[config.mk]
export PLATFORM = sky130hd
export DESIGN_NAME = mul_operand_streamer
export DESIGN_NICKNAME = d
export VERILOG_FILES = /design/src/rtl/mul_operand_streamer.sv
export SDC_FILE = /design/constraint.sdc
export NUM_CORES = 1
export LEC_CHECK = 0
export CAP_MARGIN = 10
export CORE_ASPECT_RATIO = 1.4
export CORE_MARGIN = 5
export CORE_UTILIZATION = 65
export DETAILED_ROUTE_END_ITERATION = 8
export HOLD_SLACK_MARGIN = 0.05
export PLACE_DENSITY = 0.9
export SETUP_SLACK_MARGIN = 0.2
export SYNTH_ARGS = -nofsm -noshare
export SYNTH_HDL_FRONTEND = slang
export SYNTH_SLANG_ARGS = --single-unit
[constraint.sdc]
create_clock -name CLK -period 6.9 [get_ports CLK]
set_input_delay 1.38 -clock CLK [delete_from_list [all_inputs] [get_ports CLK]]
set_output_delay 1.38 -clock CLK [all_outputs]
set_load 0.01 [all_outputs]
[src/rtl/mul_operand_streamer.sv]
// Operand streamer for matrix_multiplication: holds A (R-inverse) and B (Q-transpose) banks and
// emits the 9 element pairs on start. Optional macro MUL_OPERAND_TRANSPOSE_EN reads B column-major.
module mul_operand_streamer #(
    parameter int WORDLEN            = 16,
    parameter int MATRIX_DIM         = 3,
    parameter int MATRIX_ELEMENT_NUM = 9,
    parameter int GAP_CYCLES         = 1
) (
    input  logic                                  CLK,
    input  logic                                  RST_n,
    input  logic                                  wr_en,
    input  logic                                  wr_sel,
    input  logic [$clog2(MATRIX_ELEMENT_NUM)-1:0] wr_addr,
    input  logic [WORDLEN-1:0]                    wr_data,
    input  logic                                  start,
    input  logic                                  done_mul,
    output logic [WORDLEN-1:0]                    r_mat_inv,
    output logic [WORDLEN-1:0]                    transpose_out,
    output logic                                  valid_mul,
    output logic                                  busy,
    output logic                                  stream_done,
    output logic                                  err
);
    localparam int AW = $clog2(MATRIX_ELEMENT_NUM);
    localparam int GW = 4;
    localparam logic [AW-1:0] LAST = AW'(MATRIX_ELEMENT_NUM - 1);

    typedef enum logic [1:0] {IDLE, EMIT, GAP, WAIT_DONE} state_t;

    state_t            state;
    logic [AW-1:0]     idx;
    logic [GW-1:0]     gap_cnt;
    logic [WORDLEN-1:0] bank_a [MATRIX_ELEMENT_NUM];
    logic [WORDLEN-1:0] bank_b [MATRIX_ELEMENT_NUM];

    logic              addr_bad, wr_ok, req_bad;
    logic [AW-1:0]     rd_idx, rd_b_idx;
    logic [WORDLEN-1:0] rd_a, rd_b;

    function automatic logic [AW-1:0] b_addr(input logic [AW-1:0] n);
`ifdef MUL_OPERAND_TRANSPOSE_EN
        b_addr = AW'((int'(n) % MATRIX_DIM) * MATRIX_DIM + int'(n) / MATRIX_DIM);
`else
        b_addr = n;
`endif
    endfunction

    always_comb begin
        addr_bad = int'(wr_addr) >= MATRIX_ELEMENT_NUM;
        wr_ok    = wr_en && !busy && !addr_bad;
        req_bad  = (wr_en && (busy || addr_bad)) || (start && busy);
        // Index of the next pair to register; clamped so the bank read never leaves range.
        rd_idx   = (state == IDLE || idx == LAST) ? '0 : idx + 1'b1;
        rd_b_idx = b_addr(rd_idx);
        // A write landing on the same edge as start must be visible in pair 0.
        rd_a = (wr_ok && !wr_sel && wr_addr == rd_idx)   ? wr_data : bank_a[rd_idx];
        rd_b = (wr_ok &&  wr_sel && wr_addr == rd_b_idx) ? wr_data : bank_b[rd_b_idx];
    end

    always_ff @(posedge CLK or negedge RST_n) begin
        if (!RST_n) begin
            state         <= IDLE;
            idx           <= '0;
            gap_cnt       <= '0;
            r_mat_inv     <= '0;
            transpose_out <= '0;
            valid_mul     <= 1'b0;
            busy          <= 1'b0;
            stream_done   <= 1'b0;
            err           <= 1'b0;
            for (int i = 0; i < MATRIX_ELEMENT_NUM; i++) begin
                bank_a[i] <= '0;
                bank_b[i] <= '0;
            end
        end else begin
            valid_mul   <= 1'b0;
            stream_done <= 1'b0;
            err         <= req_bad;
            if (wr_ok) begin
                if (wr_sel) bank_b[wr_addr] <= wr_data;
                else        bank_a[wr_addr] <= wr_data;
            end
            case (state)
                IDLE: begin
                    if (start) begin
                        idx           <= '0;
                        state         <= EMIT;
                        busy          <= 1'b1;
                        valid_mul     <= 1'b1;
                        r_mat_inv     <= rd_a;
                        transpose_out <= rd_b;
                    end
                end
                EMIT: begin
                    if (idx == LAST) begin
                        state <= WAIT_DONE;
                    end else if (GAP_CYCLES == 0) begin
                        idx           <= idx + 1'b1;
                        valid_mul     <= 1'b1;
                        r_mat_inv     <= rd_a;
                        transpose_out <= rd_b;
                    end else begin
                        gap_cnt <= '0;
                        state   <= GAP;
                    end
                end
                GAP: begin
                    if (gap_cnt == GW'(GAP_CYCLES - 1)) begin
                        idx           <= idx + 1'b1;
                        state         <= EMIT;
                        valid_mul     <= 1'b1;
                        r_mat_inv     <= rd_a;
                        transpose_out <= rd_b;
                    end else begin
                        gap_cnt <= gap_cnt + 1'b1;
                    end
                end
                WAIT_DONE: begin
                    if (done_mul) begin
                        stream_done <= 1'b1;
                        busy        <= 1'b0;
                        state       <= IDLE;
                    end
                end
                default: state <= IDLE;
            endcase
        end
    end
endmodule

==> results.ini, run 1 <==
[pwr]
power_uw = 7300
irDropWorstVdd_mv = 0.341
powerDensity_mw_per_mm2 = 427
p_leak_uw = 0.00784

[setup_path]
worst_r2r_endpoint = transpose_out[14]$_DFFE_PN0P_
cp.required_ns = 7.35
crit_chain = clkdlybuf4s50_1 -> nor3_4 -> nand2_1 -> or3_1 -> a21oi_2 -> nand4_2 -> o221a_2
slowest_stage = nand4_2
reg2reg_depth = 8
critPathMaxFanout = 16
start_kind = input pin
crit_type = in2reg
end_kind = register
worstPathArrival_ns = 4.20
ff2ff_setup_slack_ns = 3.32
cp-endpoint = transpose_out[14]$_DFFE_PN0P_
critical-path-max-stage-delay_ns = 0.62
crit_path_start = wr_addr[0]
r2r_start = idx[0]$_DFFE_PN0P_

[global_routing]
grt_use_total_pct = 30.5
grt_max_degree = 167
grt_first_pass_wirelength_mm = 64.4
antenna_found_initial = 0
first_global_vias = 11851
grt_overflow = 0

[yosys]
yosys_warnings = 0
syn-instance-count = 1334
yosysMostFrequentCell = dfrtp_1
synth_common_cells = dfrtp_1 (334), mux2_2 (289), nand2_1 (150)
synthesis.nets = 1364
synth_top_area_cell = dfrtp_1
syn_area_sq_mm = 0.0154
synth_ff_type = dfrtp_1
syn_avg_cell_area_sq_um = 11.5
synthArstFlopShare_pct = 100
yosys-top-cells-area = dfrtp_1 (54%), mux2_2 (21%), nand2_1 (3.7%)
synth_cell_type_count = 48
synth-seq-area-share_pct = 54.4
ys_seq_elements = 334
synth.top_cell.area_share_pct = 54.4
synth-edff-count = 0

[detailed_routing]
dr.pass1.iters = 6
ant_nets = 0
wire_per_inst_microns = 24.5
drt-total-wl_mm = 40.8
dr.first_iter.drc_count = 1035
drc = 0
vias_per_cell = 6.81
num_vias = 11362

[timing]
worst_pin_slew_ns = 1.12
min_period_ns = 3.75
finalSetupViolCount = 0
fin_crit_sh_pct = 54.3
drv_slew = 0
finalHoldViolations = 0
fmax_mhz = 267
relSlewSlack_pct = 24.9
rsz0062_at_grt = no
worst_slack_ns = 3.15
fin_setup_tns_ns = 0
finalClockSkew_ns = 0.0228

[place]
place_congestion = 0.849
place_hpwl_mm = 23.0
place_ws_ns = 2.62
portBuffers = 61
place_area_sq_mm = 0.0161

[layout]
fillers = 1470
fin_nets = 1370
insertedDiodeCount = 0
syn_to_final_growth_pct = 11.1
design_area_sq_mm = 0.0171
drive_above_1_share_pct = 28.0

[clock_tree]
cts_setup_buffers = 0
htreeDepth = 1
cts_hold_buf = 0
cts_tree = yes
clockBufferDepth = 3
cts.sinks = 334
worstSkewPairLatency_ns = 0.57
clock-root-buffer = clkbuf_16
cts_buffers = 30
cts.reportedPaths.clkPinSlew_ns = 0.07
ctsResizeCount = 0

[die]
dieArea_sq_mm = 0.0269
die_w_microns = 140
core-area_sq_mm = 0.0233
num_rows = 66
die_h_microns = 192
initial_core_util_pct = 66.0
io_pins = 62

[status]
status = finished clean

[hold_path]
min_delay_path_depth = 1
hp-class = reg2reg

[flow_run]
cap_violations = 0

==> power by group <==
group	internal (uW)	switching, uW	total (uW)
Clock	901	735	1640
Combinational	1170	1760	2930
Sequential	2430	304	2740
Total	4500	2800	7300
==> how the worst min path moves through the flow <==
| stage | startpoint | to | slack (ns) |
|---|---|---|---|
| after detailed placement | bank_a[42]$_DFFE_PN0P_ | bank_a[42]$_DFFE_PN0P_ | 0.49 |
| after floorplan | bank_a[37]$_DFFE_PN0P_ | bank_a[37]$_DFFE_PN0P_ | 0.47 |
| after global placement | bank_a[47]$_DFFE_PN0P_ | bank_a[47]$_DFFE_PN0P_ | 0.48 |
| after global routing | bank_a[42]$_DFFE_PN0P_ | bank_a[42]$_DFFE_PN0P_ | 0.51 |
| final | bank_a[42]$_DFFE_PN0P_ | bank_a[42]$_DFFE_PN0P_ | 0.50 |
| after CTS | bank_a[42]$_DFFE_PN0P_ | bank_a[42]$_DFFE_PN0P_ | 0.50 |
==> placed cells by master, fill, tap and decap left out, drive strengths merged, types with 2 or more instances in the layout <==
cell type	synthesis	final
and3	2	2
dfrtp	334	334
a31oi	31	31
and2	4	4
nor2b	5	5
nor3	39	39
nor2	78	78
o21ai	42	42
xor2	4	4
buf	41	25
inv	7	7
clkinv	1	12
nand2b	8	8
nand4	4	4
o22ai	32	32
clkdlybuf4s50	0	60
or3	2	2
xnor2	2	2
or2	2	2
a32oi	32	32
o221ai	2	2
nand3	37	37
clkbuf	70	41
mux2i	34	34
a21oi	65	65
nand2	150	150
mux2	289	289
a211oi	3	3
ha	4	4
==> critical path, delay by kind of cell <==
| kind | cells | cell delay (ns) |
|---|---|---|
| compound gates | 2 | 0.76 |
| buf+inv | 1 | 0.61 |
| simple gates | 4 | 1.45 |
==> logic make-up (layout without fill, tap and decap cells) <==
logic type	after synthesis	after routing	synth area share, %
and+or+nand+nor	336	336	9.84
DFF	334	334	54.4
muxes	323	323	23.4
AOI/OAI and AO/OA	212	212	8.51
buffers and inverters	119	147	3.25
xor gates and xnor gates	6	6	0.342
adders and majority gates	4	4	0.326
==> through the flow <==
step                      hold slack, ns  util [%]  instances
after floorplan                    0.474         -       1334
after global placement             0.481      69.2       1614
after detailed placement           0.488      69.2       1614
after CTS                          0.502      73.3       1668
after global routing               0.505      73.3       1668
final                              0.502      73.3       1668
==> per-layer routing <==
layer  vias to the layer above  global-route usage (%)  share of wire [%]  wire, microns
met4                         0                    14.6                4.5           1830
met5                         -                       0                  0              0
met2                       713                    51.0                 50          20300
met3                       190                    5.16                9.0           3670
met1                      5709                    39.0                 37          15000
li1                       4750                       -                  -              -
==> registers in the layout, indices dropped and copies added (netlist names) <==
signal / count
busy: 1
bank_a: 144
idx: 4
gap_cnt: 4
state: 2
err: 1
transpose_out: 16
r_mat_inv: 16
valid_mul: 1
stream_done: 1
bank_b: 144
==> layout make-up <==
| type | instances | area [sq um] | area share, % |
|---|---|---|---|
| clock inverter | 13 | 108 | 0.630 |
| timing repair buffer | 85 | 808 | 4.73 |
| multi-input combinational | 881 | 6540 | 38.3 |
| clock buffer | 41 | 852 | 4.99 |
| sequential | 334 | 8360 | 48.9 |
| inverter | 8 | 30.0 | 0.176 |
| tap | 306 | 383 | 2.24 |
No activity file was read; power rests on OpenSTA's default activity.
==> run 2, diff against run 1 <==
Settings changed: CORE_UTILIZATION 65 to 61, PLACE_DENSITY 0.9 to 0.86.
Clock period 6.9 ns to 3.9 ns, I/O delays scaled along.
==> run 2 against run 1 <==
  * Clock-buffer cell count did not move
  * Largest cell class unchanged
  * First-iteration DRC count fell by 9.7%
  * Sequential share of layout area fell by 0.72 points
  * Worst hold slack got worse by 0.21 ns
  * Non-clock buffer count rose by 15
  * Combinational power rose by 80%
  * Global-route usage fell by 0.88 points
  * Highest routed layer unchanged
  * Wire length rose by 2.2%
  * Critical path type unchanged
  * Register-to-register slack got worse by 2.6 ns
  * Final area rose by 1.5%
==> results.ini, run 2 (synthesis gave the netlist of run 1 again) <==
[status]
status = finished clean  ; unchanged

[timing]
rsz0062_at_grt = no  ; unchanged
relSlewSlack_pct = 25.7  ; was 24.9%
drv_slew = 0  ; unchanged
fmax_mhz = 307
fin_crit_sh_pct = 83.6
fin_setup_tns_ns = 0  ; unchanged
finalSetupViolCount = 0  ; unchanged
worst_pin_slew_ns = 1.11  ; was 1.12 ns
min_period_ns = 3.26
finalClockSkew_ns = 0.0155  ; was 0.0228 ns
finalHoldViolations = 0  ; unchanged

[pwr]
powerDensity_mw_per_mm2 = 764  ; was 427 mW/mm^2
combPwrFrac_pct = 39.7  ; was 40.1%
intPower_uw = 8200  ; was 4500 uW
p_leak_uw = 0.00796  ; was 0.00784 uW
p_switching_uw = 5050  ; was 2800 uW
swShare_pct = 38.1  ; was 38.3%
power.share.clock_pct = 23.7  ; was 22.4%
pwr-share-seq_pct = 36.6  ; was 37.5%
irDropWorstVdd_mv = 0.541  ; was 0.341 mV

[global_routing]
grt_max_degree = 110  ; was 167
first_global_vias = 11830  ; was 11851
grt_use_total_pct = 29.6  ; was 30.5%
antenna_found_initial = 0  ; unchanged
grt_first_pass_wirelength_mm = 65.8  ; was 64.4 mm
grt_overflow = 0  ; unchanged

[clock_tree]
cts_hold_buf = 0  ; unchanged
cts.sinks = 334  ; unchanged
cts_tree = yes  ; unchanged
clockBufferDepth = 3  ; unchanged
cts_buffers = 31  ; was 30
worstSkewPairLatency_ns = 0.56  ; was 0.57 ns
cts.reportedPaths.clkPinSlew_ns = 0.07  ; about the same
htreeDepth = 1  ; unchanged
ctsResizeCount = 0  ; unchanged
clock-root-buffer = clkbuf_16  ; unchanged
cts_setup_buffers = 0  ; unchanged

[layout]
final_cell_mix = dfrtp_1 (333), mux2_2 (289), nand2_1 (150), nor2_1 (76), a21oi_1 (63)  ; was dfrtp_1 (333), mux2_2 (289), nand2_1 (150), nor2_1 (75), a21oi_1 (63)
layout_commonest_cell = dfrtp_1  ; unchanged
insertedDiodeCount = 0  ; unchanged
syn_to_final_growth_pct = 12.7  ; was 11.1%
fin_nets = 1386  ; was 1370
drive_above_1_share_pct = 28.8  ; was 28.0%
reg_top3 = bank_a: 144 flops, bank_b: 144 flops  ; unchanged
design_area_sq_mm = 0.0173  ; was 0.0171 sq mm

[setup_path]
slowest_stage = clkdlybuf4s50_1  ; was nand4_2
critPathMaxFanout = 16  ; unchanged
crit_chain = clkdlybuf4s50_1 -> nor3_4 -> nand2_1 -> or3_1 -> a21oi_2 -> nand4_2 -> o22ai_1 -> a21oi_1  ; was clkdlybuf4s50_1 -> nor3_4 -> nand2_1 -> or3_1 -> a21oi_2 -> nand4_2 -> o221a_2
r2r_start = idx[0]$_DFFE_PN0P_  ; unchanged
critical-path-max-stage-delay_ns = 0.60  ; was 0.62 ns
critPathTopFamily = simple AND/OR/NAND/NOR gates  ; unchanged
worstPathArrival_ns = 3.63  ; was 4.20 ns
end_kind = register  ; unchanged
ff2ff_setup_slack_ns = 0.72  ; was 3.32 ns
start_kind = input pin  ; unchanged
reg2reg_depth = 9  ; was 8
cp.required_ns = 4.27  ; was 7.35 ns
worstPathBufferInverterCount = 1  ; unchanged
crit_type = in2reg  ; unchanged
worst_r2r_endpoint = r_mat_inv[6]$_DFFE_PN0P_  ; was transpose_out[14]$_DFFE_PN0P_

[detailed_routing]
num_vias = 11277  ; was 11362
wire_per_inst_microns = 24.6  ; was 24.5 microns
vias_per_cell = 6.65  ; was 6.81
ant_nets = 0  ; unchanged
drc = 0  ; unchanged
drt-total-wl_mm = 41.7  ; was 40.8 mm
dr.pass1.iters = 5  ; was 6
dr.first_iter.drc_count = 935  ; was 1035

[die]
num_rows = 68  ; was 66
core-area_sq_mm = 0.0248  ; was 0.0233 sq mm
initial_core_util_pct = 62.1  ; was 66.0%
dieArea_sq_mm = 0.0285  ; was 0.0269 sq mm
die_h_microns = 198  ; was 192 microns
io_pins = 62  ; unchanged
die_w_microns = 144  ; was 140 microns

[flow_run]
cap_violations = 0  ; unchanged

[place]
place_area_sq_mm = 0.0163  ; was 0.0161 sq mm
place_hpwl_mm = 24.1  ; was 23.0 mm
portBuffers = 61  ; unchanged
place_congestion = 0.953  ; was 0.849

[hold_path]
hp-class = in2async  ; was reg2reg

-- run 2: cell types whose count changed in the layout (fill, tap and decap cells not counted), sizes merged --
| cell | change |
|---|---|
| buf | +15 |
| bufinv | +3 |
| clkinv | -1 |
| clkinvlp | +1 |
-- run 2: final cells by class --
cell class	instances	area, sq um
Multi-Input combinational cell	881	6540
Fill cell	1613	7420
Clock inverter	16	204
Inverter	8	30.0
Clock buffer	41	853
Tap cell	315	394
Sequential cell	334	8360
Timing Repair Buffer	100	958
-- run 2: worst reg2reg max path, stage by stage (launching register included) --
cell and delay (ns):
dfrtp_2 0.39, inv_1 0.06, ha_1 0.23, and2_1 0.18, o21ai_0 0.37, a21boi_1 0.17
nor4_4 0.47, nand4_2 0.61, o22ai_1 0.41, a21oi_1 0.11
-- run 2: worst max-delay path by stage --
stage	from	to	slack, ns	cells past startpoint
after floorplan	idx[0]$_DFFE_PN0P_	r_mat_inv[0]$_DFFE_PN0P_	1.14	12
after global placement	wr_addr[1]	r_mat_inv[4]$_DFFE_PN0P_	0.45	8
after detailed placement	wr_addr[1]	r_mat_inv[9]$_DFFE_PN0P_	0.21	8
after CTS	wr_addr[1]	r_mat_inv[6]$_DFFE_PN0P_	0.71	8
after global routing	wr_addr[1]	r_mat_inv[9]$_DFFE_PN0P_	0.56	8
final	wr_addr[1]	r_mat_inv[6]$_DFFE_PN0P_	0.64	8
-- run 2: metal layers --
layer	routed length, microns	GRT usage, %	share of wire (%)	vias up
met3	3370	4.86	8.1	179
met4	2410	14.6	5.8	0
met5	0	0	0	-
li1	-	-	-	4795
met1	15500	38.2	37	5686
met2	20400	48.7	49	617
-- run 2: power by group through the flow --
stage          Clock (uW)  Combinational [uW]  Sequential (uW)
2_1_floorplan           0                3300             4760
3_3_place_gp            0                4930             4820
3_5_place_dp            0                5080             4870
4_1_cts              3160                5180             4830
5_1_grt              3290                5600             4930
6_report             3140                5260             4850
-- run 2: per-stage QoR --
| stage | hold WS (ns) | setup WS, ns | power, uW | cells | utilization [%] |
|---|---|---|---|---|---|
| 6_report | 0.290 | 0.640 | 13200 | 1695 | 70.0 |
| 2_1_floorplan | 0.474 | 1.14 | 8070 | 1334 | - |
| 3_3_place_gp | 0.481 | 0.449 | 9750 | 1638 | 65.7 |
| 5_1_grt | 0.332 | 0.563 | 13800 | 1695 | 70.0 |
| 3_5_place_dp | 0.489 | 0.212 | 9950 | 1638 | 65.7 |
| 4_1_cts | 0.312 | 0.713 | 13200 | 1695 | 70.0 |
